$ cat config.mk
export PLATFORM = sky130hd
export DESIGN_NAME = mem_access_ctrl_flat
export DESIGN_NICKNAME = d
export VERILOG_FILES = /design/src/rtl/mem_access_ctrl_if.sv /design/src/rtl/mem_access_ctrl.sv /design/src/flat_wrapper.sv
export SDC_FILE = /design/constraint.sdc
export NUM_CORES = 1
export LEC_CHECK = 0
export CORE_MARGIN = 2
export CORE_UTILIZATION = 40
export CTS_BUF_LIST = sky130_fd_sc_hd__clkbuf_8
export DETAILED_ROUTE_END_ITERATION = 12
export PLACE_DENSITY = 0.76
export SYNTH_ARGS = -nofsm -noshare
export SYNTH_HDL_FRONTEND = slang
export SYNTH_SLANG_ARGS = --single-unit
$ cat constraint.sdc
create_clock -name CLK -period 1.9 [get_ports CLK]
set_input_delay 0.285 -clock CLK [delete_from_list [all_inputs] [get_ports CLK]]
set_output_delay 0.285 -clock CLK [all_outputs]
set_load 0.01 [all_outputs]
$ cat src/rtl/mem_access_ctrl_if.sv
// ---------------------------------------------------------------------------
// mem_access_ctrl_if
// Bundle between the multicycle memory-access sequencer, the control FSM that
// issues requests, and the unified instruction/data memory.
//
// Signal summary (direction as seen by the sequencer, modport slave):
//   REQ      in   access request (level), sampled only while idle
//   IOD      in   0 = instruction fetch at PC, 1 = data access at ALUOUT
//   WR       in   1 = store (only meaningful with IOD=1)
//   PC       in   program counter, byte address
//   ALUOUT   in   data address, byte address
//   WDATA    in   store data
//   MRD      in   memory read data (combinational from MRA)
//   MRA      out  memory word address (registered)
//   MWE      out  memory write enable
//   MWD      out  memory write data (registered)
//   IR       out  instruction register
//   MDR      out  memory data register
//   BUSY     out  access in progress
//   DONE     out  one-cycle completion pulse
//   ERR      out  last access faulted (valid with DONE, held until next request)
//   ACC_CNT  out  count of completed non-faulting accesses (wraps)
// CNT_W must match the CNT_W of the attached sequencer.
// ---------------------------------------------------------------------------
interface mem_access_ctrl_if #(
  parameter int CNT_W = 16
);
  logic             REQ;
  logic             IOD;
  logic             WR;
  logic [31:0]      PC;
  logic [31:0]      ALUOUT;
  logic [31:0]      WDATA;
  logic [31:0]      MRD;
  logic [31:0]      MRA;
  logic             MWE;
  logic [31:0]      MWD;
  logic [31:0]      IR;
  logic [31:0]      MDR;
  logic             BUSY;
  logic             DONE;
  logic             ERR;
  logic [CNT_W-1:0] ACC_CNT;

  // Sequencer side.
  modport slave (
    input  REQ, IOD, WR, PC, ALUOUT, WDATA, MRD,
    output MRA, MWE, MWD, IR, MDR, BUSY, DONE, ERR, ACC_CNT
  );

  // Requester / memory side.
  modport master (
    output REQ, IOD, WR, PC, ALUOUT, WDATA, MRD,
    input  MRA, MWE, MWD, IR, MDR, BUSY, DONE, ERR, ACC_CNT
  );
endinterface

$ cat src/rtl/mem_access_ctrl.sv
// ---------------------------------------------------------------------------
// mem_access_ctrl
// Multicycle memory-access sequencer in front of the unified instruction/data
// memory. A request accepted in IDLE selects PC (fetch) or ALUOUT (data),
// converts the byte address to a word index, and runs IDLE -> ACCESS -> DONE.
// Stores assert MWE during ACCESS; reads capture MRD into IR (fetch) or MDR
// (data load) at the end of ACCESS. Misaligned or out-of-range addresses
// fault: no write, no capture, ERR reported with DONE.
//
// Ports:
//   CLK    in  system clock, rising edge
//   RST_N  in  asynchronous active-low reset
//   bus    mem_access_ctrl_if.slave (request, memory and status signals)
// ---------------------------------------------------------------------------
module mem_access_ctrl #(
  parameter int MEM_DEPTH  = 526,
  parameter int ADDR_SHIFT = 2,
  parameter int CNT_W      = 16
) (
  input  logic                CLK,
  input  logic                RST_N,
  mem_access_ctrl_if.slave    bus
);

  typedef enum logic [1:0] {
    S_IDLE   = 2'd0,
    S_ACCESS = 2'd1,
    S_DONE   = 2'd2
  } state_t;

  state_t           state_reg, state_next;

  logic [31:0]      mra_reg;
  logic [31:0]      mwd_reg;
  logic             store_reg;    // latched IOD & WR
  logic             data_reg;     // latched IOD: capture into MDR instead of IR
  logic             err_reg;
  logic [31:0]      ir_reg;
  logic [31:0]      mdr_reg;
  logic [CNT_W-1:0] cnt_reg;

  logic [31:0]      addr_sel;
  logic [31:0]      word_idx;
  logic             fault;
  logic             accept;

  assign addr_sel = bus.IOD ? bus.ALUOUT : bus.PC;
  assign word_idx = addr_sel >> ADDR_SHIFT;
  assign fault    = (|addr_sel[ADDR_SHIFT-1:0]) || (word_idx >= 32'(MEM_DEPTH));
  assign accept   = (state_reg == S_IDLE) && bus.REQ;

  // State register.
  always_ff @(posedge CLK or negedge RST_N) begin
    if (!RST_N) begin
      state_reg <= S_IDLE;
    end else begin
      state_reg <= state_next;
    end
  end

  // Next state and state-decoded outputs. MWE is decoded from the state so
  // an asynchronous reset removes it immediately, aborting the write.
  always_comb begin
    state_next = state_reg;
    bus.MWE    = 1'b0;
    bus.BUSY   = 1'b0;
    bus.DONE   = 1'b0;
    case (state_reg)
      S_IDLE: begin
        if (bus.REQ) begin
          state_next = S_ACCESS;
        end
      end
      S_ACCESS: begin
        bus.BUSY   = 1'b1;
        bus.MWE    = store_reg && !err_reg;
        state_next = S_DONE;
      end
      S_DONE: begin
        bus.BUSY   = 1'b1;
        bus.DONE   = 1'b1;
        state_next = S_IDLE;
      end
      default: begin
        state_next = S_IDLE;
      end
    endcase
  end

  // Datapath registers.
  always_ff @(posedge CLK or negedge RST_N) begin
    if (!RST_N) begin
      mra_reg   <= '0;
      mwd_reg   <= '0;
      store_reg <= 1'b0;
      data_reg  <= 1'b0;
      err_reg   <= 1'b0;
      ir_reg    <= '0;
      mdr_reg   <= '0;
      cnt_reg   <= '0;
    end else begin
      if (accept) begin
        mra_reg   <= word_idx;
        mwd_reg   <= bus.WDATA;
        store_reg <= bus.IOD & bus.WR;   // WR without IOD is a plain fetch
        data_reg  <= bus.IOD;
        err_reg   <= fault;
      end

      // Read capture at the end of ACCESS; faulted reads leave both untouched.
      if ((state_reg == S_ACCESS) && !store_reg && !err_reg) begin
        if (data_reg) begin
          mdr_reg <= bus.MRD;
        end else begin
          ir_reg  <= bus.MRD;
        end
      end

      if ((state_reg == S_DONE) && !err_reg) begin
        cnt_reg <= cnt_reg + 1'b1;
      end
    end
  end

  assign bus.MRA     = mra_reg;
  assign bus.MWD     = mwd_reg;
  assign bus.IR      = ir_reg;
  assign bus.MDR     = mdr_reg;
  assign bus.ERR     = err_reg;
  assign bus.ACC_CNT = cnt_reg;

endmodule

$ cat src/flat_wrapper.sv
// flat-port wrapper written by rule: the top's interface ports become plain ports
module mem_access_ctrl_flat 
#(
  parameter int MEM_DEPTH  = 526,
  parameter int ADDR_SHIFT = 2,
  parameter int CNT_W      = 16
)
  (CLK, RST_N, bus_REQ, bus_IOD, bus_WR, bus_PC, bus_ALUOUT, bus_WDATA, bus_MRD, bus_MRA, bus_MWE, bus_MWD, bus_IR, bus_MDR, bus_BUSY, bus_DONE, bus_ERR, bus_ACC_CNT);
  mem_access_ctrl_if #(.CNT_W(CNT_W)) bus_i ();
  input  logic CLK;
  input  logic RST_N;
  input wire logic [$bits(bus_i.REQ)-1:0] bus_REQ;
  input wire logic [$bits(bus_i.IOD)-1:0] bus_IOD;
  input wire logic [$bits(bus_i.WR)-1:0] bus_WR;
  input wire logic [$bits(bus_i.PC)-1:0] bus_PC;
  input wire logic [$bits(bus_i.ALUOUT)-1:0] bus_ALUOUT;
  input wire logic [$bits(bus_i.WDATA)-1:0] bus_WDATA;
  input wire logic [$bits(bus_i.MRD)-1:0] bus_MRD;
  output wire logic [$bits(bus_i.MRA)-1:0] bus_MRA;
  output wire logic [$bits(bus_i.MWE)-1:0] bus_MWE;
  output wire logic [$bits(bus_i.MWD)-1:0] bus_MWD;
  output wire logic [$bits(bus_i.IR)-1:0] bus_IR;
  output wire logic [$bits(bus_i.MDR)-1:0] bus_MDR;
  output wire logic [$bits(bus_i.BUSY)-1:0] bus_BUSY;
  output wire logic [$bits(bus_i.DONE)-1:0] bus_DONE;
  output wire logic [$bits(bus_i.ERR)-1:0] bus_ERR;
  output wire logic [$bits(bus_i.ACC_CNT)-1:0] bus_ACC_CNT;
  assign bus_i.REQ = bus_REQ;
  assign bus_i.IOD = bus_IOD;
  assign bus_i.WR = bus_WR;
  assign bus_i.PC = bus_PC;
  assign bus_i.ALUOUT = bus_ALUOUT;
  assign bus_i.WDATA = bus_WDATA;
  assign bus_i.MRD = bus_MRD;
  assign bus_MRA = bus_i.MRA;
  assign bus_MWE = bus_i.MWE;
  assign bus_MWD = bus_i.MWD;
  assign bus_IR = bus_i.IR;
  assign bus_MDR = bus_i.MDR;
  assign bus_BUSY = bus_i.BUSY;
  assign bus_DONE = bus_i.DONE;
  assign bus_ERR = bus_i.ERR;
  assign bus_ACC_CNT = bus_i.ACC_CNT;
  mem_access_ctrl #(.MEM_DEPTH(MEM_DEPTH), .ADDR_SHIFT(ADDR_SHIFT), .CNT_W(CNT_W)) u_core (.CLK(CLK), .RST_N(RST_N), .bus(bus_i));
endmodule
==> impl_metrics.yaml <==
logic_synthesis:
  ys_ff_latch: 147
  synthArstFlopShare: 1.00
  syn_inst: 449
  synth_edf_count: 0
  synth_area_leaders: "dfrtp_1 (60%), mux2_2 (17%), mux2i_1 (4.9%), o21ai_0 (2.7%), nand2_1 (2.6%)"
  ys_types: 39
  synth_warnings: 0
  seq_area_frac_synth: 0.598
  yosys-top-cells-count: "dfrtp_1 (147), mux2_2 (95), nand2_1 (42)"
  synth_top_area_frac: 0.598
  synth_most_common_cell: "dfrtp_1"
  yosysTopAreaCell: "dfrtp_1"
  syn_avg_cell_area_um2: 13.7
  synth_area_mm2: 0.00615
  synth_ff_type: "dfrtp_1"
timing:
  finClkSkew_ps: 14.8
  finalSetupViolCount: 0
  max_freq_mhz: 551
  worst_slack_ps: 86.2
  hold_viol: 0
  grt_setup_unrepaired: "true"
  slew_viol_final: 0
  period_needed_ps: 1810
  layout_worst_path_cycle_share: 0.955
hold_path:
  worstHoldPathType: "primary input to flop"
clocking:
  clkLatencyLatePin_ps: 440
  numCtsBuffers: 17
  clock-sinks: 147
  htree_levels: 4
  cts_tree: "yes"
  cts_root_buffer: "clkbuf_8"
  clockBufferDepth: 2
  cts.reportedPaths.clkPinSlew_ps: 80
cells_and_area:
  areaGrowthSynthToFinish_pct: 57.4
  fin_nets: 876
  fin_area_mm2: 0.00968
  drive_above_1_share: 0.205
  fillers: 1162
  n_antenna_cell: 0
  fin_cells: 939
setup_path:
  cp-start-kind: "flop"
  crit_path_max_fanout: 4
  cp_data_arrival_time_ps: 1530
  cp-end-kind: "output pin"
  crit_required_ps: 1620
  setup.worst_path.class: "flop to output pin"
placed_design:
  gp_congestion: 0.848
  dp_slack_ps: 134
  place_area_mm2: 0.00921
  port_buffers: 278
  dp_hpwl_um: 12100
  place_inst: 904
drt:
  first_iter_violations: 201
  ant_nets: 0
  vias: 4641
  drt-vias-per-instance: 4.94
  post-route-drc-count: 0
  routed_wire_length_per_instance_um: 17.1
  first_pass_iters: 4
  drt-total-wl_um: 16100
run_status:
  status: "completed"
power:
  p_leak_nw: 4.29
  pwr-share-seq: 0.396
  clockPowerShare: 0.213
  power_density_mw_per_mm2: 1260
  p_comb_frac: 0.391
  power.net_switching_w: 0.00366
  switching_share: 0.300
  ir_drop_mv: 0.680
  intPower_w: 0.00854
grt:
  antenna_found_initial: 0
  grt_util_all_layers: 0.203
  grt_max_degree: 51
  grt_pass1_vias: 5202
  grt_first_pass_wirelength_um: 26000
  overflow: 0
floorplanning:
  rows: 45
  fp.dieH_um: 128
  dieWidth_um: 128
  dieArea_mm2: 0.0164
  ios: 281
  initial_core_util: 0.408
  core_mm2: 0.0151
job:
  max-cap-violations: 0
-- per-stage QoR --
stage | utilization | hold slack, ps | power [W] | TNS, ps
floorplan | - | -10.6 | 0.00669 | 0
CTS | 0.639 | 289 | 0.0124 | 0
finish | 0.641 | 318 | 0.0122 | 0
global placement | 0.610 | 260 | 0.00957 | 0
global route | 0.641 | 348 | 0.0129 | -8.19
detailed placement | 0.610 | 266 | 0.00972 | 0
-- area by class of cell --
class / count / area, um2 / area share
flip-flops and latches: 147 / 3680 / 0.380
repair buffers: 292 / 2970 / 0.307
multi-input cells: 276 / 2350 / 0.243
well taps: 188 / 235 / 0.0243
clock buffers: 17 / 234 / 0.0242
clock inverters: 15 / 190 / 0.0197
inverters: 4 / 15.0 / 0.00155
-- cell families (layout without fill, tap and decap cells) --
kind of cell             Yosys count  in the layout  share of synthesized area
AND/OR/NAND/NOR                   87             87                     0.0836
other                              1              2                   0.000610
buffers and inverters             27            328                     0.0236
XOR/XNOR                          15             15                     0.0214
AO/OA/AOI/OAI                     39             39                     0.0342
adder cells (fa/ha/maj)            5              5                     0.0102
flip-flops                       147            147                      0.598
multiplexers                     128            128                      0.228
-- layer usage --
layer / up-vias / global-route usage / part of all wire
met5: - / 0 / 0
met4: 0 / 0.0821 / 0.021
met1: 2263 / 0.232 / 0.39
li1: 2160 / - / -
met2: 191 / 0.343 / 0.50
met3: 27 / 0.0776 / 0.084
-- critical path: stages (launching register included) --
cell and delay (ps):
dfrtp_1 400, inv_2 90, ha_2 210, and3b_2 170
clkdlybuf4s15_2 230
-- path summary, 6_finish.rpt --
check                                                start                        endpoint  slack [ps]  depth (start not counted)
setup reg to reg           u_core.state_reg[1]$_DFFE_PN0P_  u_core.bus.MDR[29]$_DFFE_PN0P_         180                          5
hold / removal                                     bus_IOD  u_core.bus.MRA[29]$_DFFE_PN0P_         320                          3
hold reg to reg             u_core.bus.MRA[14]$_DFFE_PN0P_  u_core.bus.MRA[14]$_DFFE_PN0P_         480                          2
setup / recovery           u_core.state_reg[1]$_DFFE_PN0P_                         bus_MWE          90                          4
min in group asynchronous                            RST_N    u_core.bus.IR[6]$_DFFE_PN0P_         360                          2
max in group asynchronous                            RST_N  u_core.bus.MDR[27]$_DFFE_PN0P_         910                          3
-- placed cells by master (no fill, tap or decap), types with 3 or more instances in the layout --
master,count
buf_12,7
buf_4,6
bufinv_16,4
clkbuf_8,17
clkdlybuf4s50_1,273
clkinv_2,4
clkinv_4,3
dfrtp_1,146
ha_1,3
inv_1,5
mux2_1,3
mux2_2,95
mux2i_1,30
nand2_1,42
nand3_1,5
nand4_1,3
nor2_1,8
nor3_1,3
nor4_1,10
o21ai_0,33
xnor2_1,10
xor2_1,5
-- power groups by stage --
stage	sequential [W]	clock [W]	combinational, W
3_3_place_gp	0.00483	0	0.00474
6_report	0.00483	0.00260	0.00478
5_1_grt	0.00499	0.00282	0.00512
4_1_cts	0.00485	0.00268	0.00485
2_1_floorplan	0.00532	0	0.00137
3_5_place_dp	0.00489	0	0.00483
-- what timing repair did --
item | CTS | global route
endpoints found under the hold margin | 47 | 0
setup buffers | 0 | 2
setup endpoints to repair | 4 | 2
resized for setup | 8 | 1
hold buffers | 1 | 0
Power figures use the tool's default switching activity.
